## src/rtl/clk_div_pkg.sv

```systemverilog
// Shared constants and types for the multi-channel clock divider.
// The width, default half-period and simulation half-period live here so every file agrees.
package clk_div_pkg;

    localparam int CNT_W_DEFAULT  = 32;
    localparam int DEFAULT_HP_VAL = 100000000;
    localparam int SIM_HP         = 4;

    // Per-channel operating mode, decoded in priority order each cycle.
    typedef enum logic [1:0] {
        MODE_RST,
        MODE_SYNC,
        MODE_OFF,
        MODE_RUN
    } chan_mode_e;

    function automatic int sel_width(input int n);
        return (n > 1) ? $clog2(n) : 1;
    endfunction

endpackage

```

## src/rtl/clk_div_multi_if.sv

```systemverilog
// Control and output bundle of the multi-channel clock divider.
// load is a one-cycle strobe with no back-pressure: ch_sel and div_in are taken on every clkin edge where load=1.
interface clk_div_multi_if
    import clk_div_pkg::*;
#(
    parameter int CNT_W  = CNT_W_DEFAULT,
    parameter int NUM_CH = 4
);
    localparam int SEL_W = sel_width(NUM_CH);

    logic [NUM_CH-1:0] en;
    logic              sync;
    logic              load;
    logic [SEL_W-1:0]  ch_sel;
    logic [CNT_W-1:0]  div_in;
    logic [NUM_CH-1:0] clkout;
    logic [NUM_CH-1:0] tick;

    modport master (
        output en, sync, load, ch_sel, div_in,
        input  clkout, tick
    );

    modport slave (
        input  en, sync, load, ch_sel, div_in,
        output clkout, tick
    );

endinterface

```

## src/rtl/clk_div_chan.sv

```systemverilog
// One divider channel: half-period counter, active/pending half-period registers,
// and the registered clkout/tick flops.
module clk_div_chan
    import clk_div_pkg::*;
#(
    parameter int               CNT_W      = CNT_W_DEFAULT,
    parameter logic [CNT_W-1:0] DEFAULT_HP = CNT_W'(DEFAULT_HP_VAL)
) (
    input  logic             clk,
    input  logic             rst,
    input  logic             en,
    input  logic             sync,
    input  logic             load_hit,
    input  logic [CNT_W-1:0] div_in,
    output logic             clkout,
    output logic             tick
);

    logic [CNT_W-1:0] cnt;
    logic [CNT_W-1:0] hp_act;
    logic [CNT_W-1:0] hp_pend;
    logic             wrap;
    chan_mode_e       mode;

    always_comb begin
        mode = MODE_RUN;
        if (rst) begin
            mode = MODE_RST;
        end else if (sync) begin
            mode = MODE_SYNC;
        end else if (!en) begin
            mode = MODE_OFF;
        end
    end

    // cnt never exceeds hp_act, so the increment cannot overflow even at the all-ones half-period.
    assign wrap = (cnt >= hp_act);

    always_ff @(posedge clk) begin
        if (rst) begin
            cnt     <= '0;
            clkout  <= 1'b0;
            tick    <= 1'b0;
            hp_act  <= DEFAULT_HP;
            hp_pend <= DEFAULT_HP;
        end else begin
            case (mode)
                MODE_SYNC: begin
                    cnt    <= '0;
                    clkout <= 1'b0;
                    tick   <= 1'b0;
                    if (load_hit) begin
                        hp_act  <= div_in;
                        hp_pend <= div_in;
                    end else begin
                        hp_act  <= hp_pend;
                    end
                end
                MODE_OFF: begin
                    cnt    <= '0;
                    clkout <= 1'b0;
                    tick   <= 1'b0;
                    if (load_hit) begin
                        hp_act  <= div_in;
                        hp_pend <= div_in;
                    end
                end
                default: begin
                    // A load on a wrap edge lands in hp_pend after hp_act has already taken the old value.
                    if (load_hit) begin
                        hp_pend <= div_in;
                    end
                    if (wrap) begin
                        cnt    <= '0;
                        clkout <= ~clkout;
                        tick   <= 1'b1;
                        hp_act <= hp_pend;
                    end else begin
                        cnt    <= cnt + 1'b1;
                        tick   <= 1'b0;
                    end
                end
            endcase
        end
    end

endmodule

```

## src/rtl/clk_div_multi.sv

```systemverilog
// Multi-channel clock divider top: decodes ch_sel into per-channel load strobes
// and replicates one divider channel per output.
module clk_div_multi
    import clk_div_pkg::*;
#(
    parameter int               CNT_W      = CNT_W_DEFAULT,
    parameter int               NUM_CH     = 4,
    parameter logic [CNT_W-1:0] DEFAULT_HP = CNT_W'(DEFAULT_HP_VAL)
) (
    input  logic            clkin,
    input  logic            rst,
    clk_div_multi_if.slave  bus
);

    localparam int SEL_W = sel_width(NUM_CH);

    logic [NUM_CH-1:0] load_hit;
    logic [NUM_CH-1:0] clkout_v;
    logic [NUM_CH-1:0] tick_v;

    for (genvar i = 0; i < NUM_CH; i++) begin : g_ch
        // Only indices below NUM_CH are decoded, so an out-of-range ch_sel hits nothing.
        assign load_hit[i] = bus.load && (bus.ch_sel == SEL_W'(i));

        clk_div_chan #(
            .CNT_W      (CNT_W),
            .DEFAULT_HP (DEFAULT_HP)
        ) u_chan (
            .clk      (clkin),
            .rst      (rst),
            .en       (bus.en[i]),
            .sync     (bus.sync),
            .load_hit (load_hit[i]),
            .div_in   (bus.div_in),
            .clkout   (clkout_v[i]),
            .tick     (tick_v[i])
        );
    end

    assign bus.clkout = clkout_v;
    assign bus.tick   = tick_v;

endmodule
```

## src/flat_wrapper.sv

```systemverilog
// flat-port wrapper written by rule: the top's interface ports become plain ports
module clk_div_multi_flat import clk_div_pkg::*;
#(
    parameter int               CNT_W      = CNT_W_DEFAULT,
    parameter int               NUM_CH     = 4,
    parameter logic [CNT_W-1:0] DEFAULT_HP = CNT_W'(DEFAULT_HP_VAL)
)
  (clkin, rst, bus_en, bus_sync, bus_load, bus_ch_sel, bus_div_in, bus_clkout, bus_tick);
  clk_div_multi_if #(.CNT_W(CNT_W), .NUM_CH(NUM_CH)) bus_i ();
  input  logic clkin;
  input  logic rst;
  input wire logic [$bits(bus_i.en)-1:0] bus_en;
  input wire logic [$bits(bus_i.sync)-1:0] bus_sync;
  input wire logic [$bits(bus_i.load)-1:0] bus_load;
  input wire logic [$bits(bus_i.ch_sel)-1:0] bus_ch_sel;
  input wire logic [$bits(bus_i.div_in)-1:0] bus_div_in;
  output wire logic [$bits(bus_i.clkout)-1:0] bus_clkout;
  output wire logic [$bits(bus_i.tick)-1:0] bus_tick;
  assign bus_i.en = bus_en;
  assign bus_i.sync = bus_sync;
  assign bus_i.load = bus_load;
  assign bus_i.ch_sel = bus_ch_sel;
  assign bus_i.div_in = bus_div_in;
  assign bus_clkout = bus_i.clkout;
  assign bus_tick = bus_i.tick;
  clk_div_multi #(.CNT_W(CNT_W), .NUM_CH(NUM_CH), .DEFAULT_HP(DEFAULT_HP)) u_core (.clkin(clkin), .rst(rst), .bus(bus_i));
endmodule
```

## config.mk

```make
export PLATFORM = sky130hd
export DESIGN_NAME = clk_div_multi_flat
export DESIGN_NICKNAME = d
export VERILOG_FILES = /design/src/rtl/clk_div_pkg.sv /design/src/rtl/clk_div_multi_if.sv /design/src/rtl/clk_div_chan.sv /design/src/rtl/clk_div_multi.sv /design/src/flat_wrapper.sv
export SDC_FILE = /design/constraint.sdc
export NUM_CORES = 1
export LEC_CHECK = 0
export CAP_MARGIN = 40
export CORE_MARGIN = 4
export CORE_UTILIZATION = 60
export DETAILED_ROUTE_END_ITERATION = 8
export PLACE_DENSITY = 0.82
export SETUP_SLACK_MARGIN = 0.02
export SKIP_CTS_REPAIR_TIMING = 1
export SLEW_MARGIN = 30
export SYNTH_ARGS = -nofsm -noshare
export SYNTH_HDL_FRONTEND = slang
export SYNTH_SLANG_ARGS = --single-unit
```

## constraint.sdc

```tcl
create_clock -name clkin -period 3.2 [get_ports clkin]
set_input_delay 0.32 -clock clkin [delete_from_list [all_inputs] [get_ports clkin]]
set_output_delay 0.32 -clock clkin [all_outputs]
set_load 0.03 [all_outputs]
```

== Yosys cells after proc, flatten, opt, wreduce, memory -nomap -nowiden ==
Cells that the tools add are included.

* Register bits: 392
* Latch bits: 0
* Memory bits (writable): 0
* Memory bits (read-only): 0
* Bits of input ports: 42
* Logic and storage cells: 100
* Memories kept: 0

* Add/subtract/negate cells: 4
* Multipliers: 0
* Divide/modulo/power cells: 0
* Order comparisons: 4
* Equal/unequal tests: 15
* Shift operators: 0
* Muxes and demuxes: 32
* Bitwise logic cells: 4
* Reductions and logical operators: 21

{| class="wikitable"
|+ Operators by type and width
! cell !! number
|-
| $mux 32 || 12
|-
| $pmux 32 s2 || 4
|-
| $add 32x1->32 const B || 4
|-
| $ge 32x32->1 || 4
|-
| $mux 2 || 8
|-
| $reduce_or 4->1 || 4
|-
| $eq 2x2->1 const B || 6
|-
| $reduce_bool 3->1 || 4
|-
| $reduce_or 3->1 || 4
|-
| $eq 2x1->1 const B || 5
|-
| $mux 1 || 8
|-
| $ne 2x2->1 const B || 4
|-
| $reduce_and 2->1 || 4
|-
| $logic_and 1x1->1 || 4
|-
| $not 1->1 || 4
|-
| $logic_not 2->1 || 1
|}

== Logic depth before layout (Yosys ltp) ==
Gate-level depths: netlist of the first run.

* Depth after elaboration: 6
* Depth in mapped cells: 14

== By module ==
Synthesis of the first run repeated with hierarchy kept, for this count alone.

* Cells, all modules: 2299
* Area total of the unflattened synthesis: 20752.4 µm²

{| class="wikitable"
|+ Modules (own cells, without submodules)
! module !! times used !! cells an instance !! area an instance (µm²)
|-
| clk_div_chan (u_core.g_ch[0].u_chan ...) || 2 || 575 || 5183.7
|-
| clk_div_chan (u_core.g_ch[3].u_chan) || 1 || 575 || 5180.0
|-
| clk_div_chan (u_core.g_ch[1].u_chan) || 1 || 570 || 5167.5
|-
| clk_div_multi || 1 || 4 || 37.5
|}

== Worst setup path after synthesis of the first run ==
OpenSTA, ideal clock, no wires.

* Path type: input -> register
* From: input rst
* To: register u_core.g_ch[0].u_chan.hp_act[15]
* Arrival time: 2759 ps
* Required time: 3080 ps
* Setup slack: 321 ps
* Cell stages on the path: 14
* Buffers on the path: 6
* Path through: clkbuf_1 -> clkbuf_1 -> clkbuf_1 -> clkbuf_1 -> or2_2 -> ha_1 -> clkbuf_1 -> nor2_1 -> buf_2 -> nand2_1 -> nand2_1 -> a222oi_1 -> mux2i_1 -> or2_1

* Cells in the longest elaborated chain, start to end: 4
* Elaborated cells between the ends (all ways): 7
* Classes of those cells: 3 x eq/ne; 2 x mux; 2 x reduce/logical

{| class="wikitable"
|+ Ends and longest elaborated chain
! what !! RTL line !! text
|-
| from (decl) || flat_wrapper.sv:11 || <nowiki>input logic rst;</nowiki>
|-
| $mux 2 || clk_div_chan.sv:27 || <nowiki>if (rst) begin</nowiki>
|-
| $eq 2x2->1 / $eq 2x1->1 (equally long branches) || clk_div_chan.sv:47 || <nowiki>case (mode)</nowiki>
|-
| $ne 2x2->1 (no source line) / $reduce_bool 3->1 (equally long branches) || - ||
|-
| $reduce_and 2->1 (no source line) || - ||
|-
| to (signal assigned) || clk_div_chan.sv:53 || <nowiki>hp_act <= div_in;</nowiki>
|-
| to (signal assigned) || clk_div_chan.sv:56 || <nowiki>hp_act <= hp_pend;</nowiki>
|-
| to (signal assigned) || clk_div_chan.sv:64 || <nowiki>hp_act <= div_in;</nowiki>
|-
| to (decl) || clk_div_chan.sv:20 || <nowiki>logic [CNT_W-1:0] hp_act;</nowiki>
|}

Several ways; a longest one is shown, not always the timed one.
A chain may end at the register's enable or synchronous reset.

== Worst setup path after layout of the first run ==
* From: register u_core.g_ch[2].u_chan.cnt[0]
* To: register u_core.g_ch[2].u_chan.hp_act[7]

* Cells in the longest elaborated chain, start to end: 3

{| class="wikitable"
|+ Ends and longest elaborated chain
! what !! RTL line !! text
|-
| from (decl) || clk_div_chan.sv:19 || <nowiki>logic [CNT_W-1:0] cnt;</nowiki>
|-
| from (signal assigned) || clk_div_chan.sv:79 || <nowiki>cnt <= cnt + 1'b1;</nowiki>
|-
| $ge 32x32->1 || clk_div_chan.sv:37 || <nowiki>assign wrap = (cnt >= hp_act);</nowiki>
|-
| $reduce_bool 3->1 (no source line) || - ||
|-
| $reduce_and 2->1 (no source line) || - ||
|-
| to (signal assigned) || clk_div_chan.sv:53 ||
|-
| to (signal assigned) || clk_div_chan.sv:56 ||
|-
| to (signal assigned) || clk_div_chan.sv:64 ||
|-
| to (decl) || clk_div_chan.sv:20 ||
|}

Every way passes these cells.

==> results of run 1 <==
==> cell usage in the layout, fill, tap and decap left out, drive strengths merged, types with 50 or more instances in the layout <==
cell    count
clkbuf     61
nand3      50
a211oi     62
buf        59
ha        134
nand2     379
a21oi     136
dfxtp     392
nor2      308
inv       145
mux2i     110
xnor2      59
xor2       62
==> kinds of logic after synthesis <==
kind of cell               synth area share (%)
adders and majority gates                  8.20
buffers and inverters                      6.35
DFF                                        38.4
and+or+nand+nor                            21.2
muxes                                      7.64
xor gates and xnor gates                   5.18
AOI/OAI and AO/OA                          13.1
==> final timing paths <==
path | start | to | slack, ns | cells after the start
setup / recovery | u_core.g_ch[2].u_chan.cnt[0] | u_core.g_ch[2].u_chan.hp_act[7] | 0.38 | 10
hold / removal | rst | u_core.g_ch[0].u_chan.hp_pend[11] | 0.12 | 2
setup reg to reg | u_core.g_ch[2].u_chan.cnt[0] | u_core.g_ch[2].u_chan.hp_act[7] | 0.38 | 10
hold reg to reg | u_core.g_ch[3].u_chan.cnt[0] | u_core.g_ch[3].u_chan.cnt[0] | 0.45 | 1
==> per-stage QoR <==
step	instances	instance area (µm²)	power (µW)	util [%]	worst slack, ns
2_1_floorplan	2472	20400	6070	-	0.321
3_3_place_gp	2845	21300	6370	63.3	0.388
3_5_place_dp	2847	21300	6430	63.4	0.273
4_1_cts	2916	22700	11300	67.5	0.380
5_1_grt	2917	22700	11600	67.5	0.133
6_report	2917	22700	11200	67.5	0.385
==> critical path: stages (launching register included) <==
cell and delay (ns):
dfxtp_1 0.40, inv_1 0.06, ha_1 0.29, nand2b_1 0.14
a211o_1 0.29, a21oi_1 0.12, o2111ai_1 0.20, a2111oi_0 0.40
or2_1 0.20, buf_12 0.22, mux2_2 0.36
==> registers in the layout, indices dropped and copies added (netlist names) <==
signal,cells
u_core.g_ch.u_chan.cnt,128
u_core.g_ch.u_chan.hp_act,128
u_core.g_ch.u_chan.hp_pend,128
u_core.g_ch.u_chan.clkout,4
u_core.g_ch.u_chan.tick,4
==> power by group <==
| part | switching, µW | total [µW] | internal (µW) |
|---|---|---|---|
| sequential | 96.9 | 5160 | 5060 |
| combinational | 725 | 1200 | 477 |
| clock | 1920 | 4860 | 2940 |
==> layout make-up <==
type	count	area (µm²)
clock buffers	61	1260
well taps	448	561
flip-flops and latches	392	7850
multi-input cells	1756	11300
clock inverters	8	118
fillers	2570	10900
repair buffers	107	1040
inverters	145	544
==> metal layers <==
layer | part of all wire [%] | global-route usage [%] | vias to the layer above
met5 | 0 | 0 | -
met4 | 4.2 | 11.1 | 0
met3 | 6.6 | 4.81 | 134
met2 | 46 | 43.4 | 570
met1 | 43 | 36.0 | 8105
li1 | - | - | 8345
==> results.json, run 1 <==
{
  "status": "finished clean",
  "dp_hpwl_um": 35000,
  "layout.nets": 2620,
  "synth.most_common_cell": "dfxtp_1",
  "grt_max_degree": 186,
  "syn_nets": 2648,
  "wl_um": 50900,
  "drive_gt1_share_pct": 6.68,
  "synth_top_area_share_pct": 38.4,
  "synthArstFlopShare_pct": 0,
  "ys_seq_area_share_pct": 38.4,
  "dr.first_iter.drc_count": 1346,
  "fp.dieH_um": 193,
  "holdWs_ns": 0.123,
  "clk_pin_slew_worst_paths_ns": 0.06,
  "ant_nets": 0,
  "yosys_warnings": 0,
  "synth_top_cell_by_area": "dfxtp_1",
  "cts.sink_count": 392,
  "grt_pass1_vias": 16450,
  "grt_usage_pct": 27.0,
  "worstPathArrival_ns": 3.23,
  "finClkSkew_ns": 0.0162,
  "vdd_drop_max_mv": 0.355,
  "worst-slew-pin-transition_ns": 0.797,
  "start_util_pct": 60.8,
  "fin_crit_sh_pct": 88.0,
  "area_delta_synth_final_pct": 11.0,
  "vias_per_cell": 5.88,
  "grt_pass1_wl_um": 82400,
  "leakage_uw": 0.00947,
  "cts_root_buf": "clkbuf_16",
  "period_minus_slack_ns": 2.82,
  "hold_path_class": "in2reg",
  "rsz0062_at_grt": "false",
  "maxCapViolCount": 0,
  "syn-cell-area_um2": 20400,
  "relSlewSlack_pct": 46.9,
  "cts_tree": "built",
  "num_io_pins": 50,
  "synth_cell_types": 56,
  "power_density_nw_per_um2": 494,
  "final.setup.tns_ns": 0,
  "path_class": "reg2reg",
  "crit_path_end_kind": "flip-flop",
  "drtPass1Iterations": 9,
  "drc": 0,
  "drv_slew": 0,
  "place_congestion": 0.913,
  "clock_latency_ns": 0.54,
  "worstPathMaxFanout": 32,
  "ys_seq_elements": 392,
  "htree_levels": 2,
  "finalHoldViolations": 0,
  "netlist_top_cells_count": "392 x dfxtp_1, 379 x nand2_1, 308 x nor2_1",
  "avgSynthCellArea_um2": 8.27,
  "max_freq_ghz": 0.355,
  "synth_ff_type": "dfxtp_1",
  "die_w_um": 193,
  "synth_area_leaders": "dfxtp_1 38%, ha_1 8.2%, nand2_1 7.0%, nor2_1 5.7%, mux2i_1 5.4%",
  "cts_max_path_buffers": 3,
  "grt_overflow": 0,
  "io_buffers": 49,
  "wl_per_cell_um": 17.5,
  "fp-row-count": 67,
  "synth-edff-count": 0,
  "required_ns": 3.62,
  "grt_antenna_before_repair": 0,
  "postSynthCellCount": 2472,
  "cp-start-kind": "flip-flop",
  "cts_buffers": 42,
  "dieArea_um2": 37100,
  "vias": 17154,
  "core_um2": 33600,
  "diodes": 0,
  "setup_viol": 0
}
Power figures use the tool's default switching activity.
==> run 2: changes to the inputs <==
clock period = 3.6 ns   (was 3.2 ns; I/O delays follow)
==> results.json, run 2 (synthesis gave the netlist of run 1 again) <==
{
  "seq_power_share_pct": 45.9,
  "diodes": 0,
  "setup_viol": 0,
  "period_minus_slack_ns": 3.06,
  "vias": 17149,
  "area_delta_synth_final_pct": 10.5,
  "place_congestion": 0.881,
  "wl_um": 51100,
  "r2r-start": "u_core.g_ch[3].u_chan.cnt[0]",
  "finClkSkew_ns": 0.0104,
  "vias_per_cell": 5.90,
  "crit_path_end_kind": "flip-flop",
  "max_freq_ghz": 0.327,
  "fp.dieH_um": 193,
  "power_frac_comb_pct": 10.6,
  "layout.nets": 2607,
  "largest_registers": "u_core.g_ch.u_chan.cnt (128), u_core.g_ch.u_chan.hp_act (128), u_core.g_ch.u_chan.hp_pend (128)",
  "wl_per_cell_um": 17.6,
  "clock_latency_ns": 0.54,
  "io_buffers": 49,
  "power_density_nw_per_um2": 442,
  "grt_overflow": 0,
  "ant_nets": 0,
  "cts_max_path_buffers": 3,
  "grt_pass1_vias": 16572,
  "switching_share_pct": 24.7,
  "fin_crit_sh_pct": 85.0,
  "htree_levels": 2,
  "required_ns": 4.02,
  "rsz0062_at_grt": "false",
  "worstPathMaxFanout": 32,
  "p_switching_uw": 2470,
  "leakage_uw": 0.00942,
  "most-common-layout-cells": "392 x dfxtp_1, 379 x nand2_1, 304 x nor2_1",
  "start_util_pct": 60.8,
  "worst-slew-pin-transition_ns": 0.778,
  "cts_buffers": 42,
  "hold_path_class": "in2reg",
  "min-delay-start": "rst",
  "layout_commonest_cell": "dfxtp_1",
  "vdd_drop_max_mv": 0.387,
  "drv_slew": 0,
  "cp-start-kind": "flip-flop",
  "startpoint": "u_core.g_ch[3].u_chan.cnt[0]",
  "finalHoldViolations": 0,
  "holdWs_ns": 0.215,
  "maxCapViolCount": 0,
  "clk_pin_slew_worst_paths_ns": 0.06,
  "dp_hpwl_um": 34800,
  "hold_end": "u_core.g_ch[1].u_chan.hp_pend[2]",
  "drive_gt1_share_pct": 6.38,
  "core_um2": 33600,
  "drc": 0,
  "num_io_pins": 50,
  "die_w_um": 193,
  "hold_path_depth": 2,
  "grt_max_degree": 133,
  "timing.rr.end": "u_core.g_ch[3].u_chan.hp_act[5]",
  "rr_worst_depth": 10,
  "dr.first_iter.drc_count": 1617,
  "final.setup.tns_ns": 0,
  "cts.sink_count": 392,
  "p_int_uw": 7530,
  "clkPwrFrac_pct": 43.5,
  "cts_tree": "built",
  "final_cell_area_um2": 22600,
  "relSlewSlack_pct": 48.1,
  "grt_usage_pct": 27.1,
  "grt_pass1_wl_um": 83000,
  "status": "finished clean",
  "cts_root_buf": "clkbuf_16",
  "place_area_um2": 21200,
  "worstPathArrival_ns": 3.48,
  "fp-row-count": 67,
  "dieArea_um2": 37100,
  "drtPass1Iterations": 7,
  "grt_antenna_before_repair": 0,
  "reg2reg_slack_ns": 0.54,
  "path_class": "reg2reg"
}
run 2: metrics by stage:
stage	total power, µW	utilization (%)	cells	setup slack [ns]
finish	9990	67.2	2909	0.542
global route	10300	67.2	2909	0.264
CTS	10000	67.2	2908	0.576
detailed placement	5700	63.1	2834	0.518
global placement	5650	62.9	2832	0.639
floorplan	5390	-	2472	0.681
run 2: final cells by class:
type                    instances  area, µm²
fillers                      2534      11000
flip-flops and latches        392       7850
clock buffers                  64       1300
inverters                     145        544
well taps                     448        561
multi-input cells            1756      11300
repair buffers                 94        923
clock inverters                10        100
run 2: layer usage:
layer,global-route usage [%],routed length (µm),vias up
met2,44.5,23500,573
met1,36.5,22300,8135
li1,-,-,8319
met4,10.3,2050,0
met3,3.58,3300,122
met5,0,0,-
run 2: critical path, cell delays in order, from the launching register on:
cell and delay [ns]:
dfxtp_1 0.37, inv_1 0.07, ha_1 0.28, nand2b_1 0.14
a211o_1 0.28, a21oi_1 0.14, o2111ai_1 0.16, a2111oi_0 0.52
or2_1 0.18, buf_4 0.40, mux2_2 0.39
run 2: power by group through the flow:
stage / clock, µW / sequential (µW) / combinational (µW)
after floorplan: 0 / 4650 / 748
after global placement: 0 / 4670 / 983
after detailed placement: 0 / 4670 / 1030
after CTS: 4400 / 4580 / 1040
after global routing: 4590 / 4590 / 1150
final: 4350 / 4580 / 1060
run 2: how the worst max path moves through the flow:
stage,end,slack (ns)
after floorplan,u_core.g_ch[0].u_chan.hp_act[15],0.68
final,u_core.g_ch[3].u_chan.hp_act[5],0.54
after global placement,u_core.g_ch[0].u_chan.hp_act[19],0.64
after CTS,u_core.g_ch[3].u_chan.hp_act[5],0.58
after global routing,u_core.g_ch[3].u_chan.hp_act[31],0.26
after detailed placement,u_core.g_ch[1].u_chan.hp_act[31],0.52
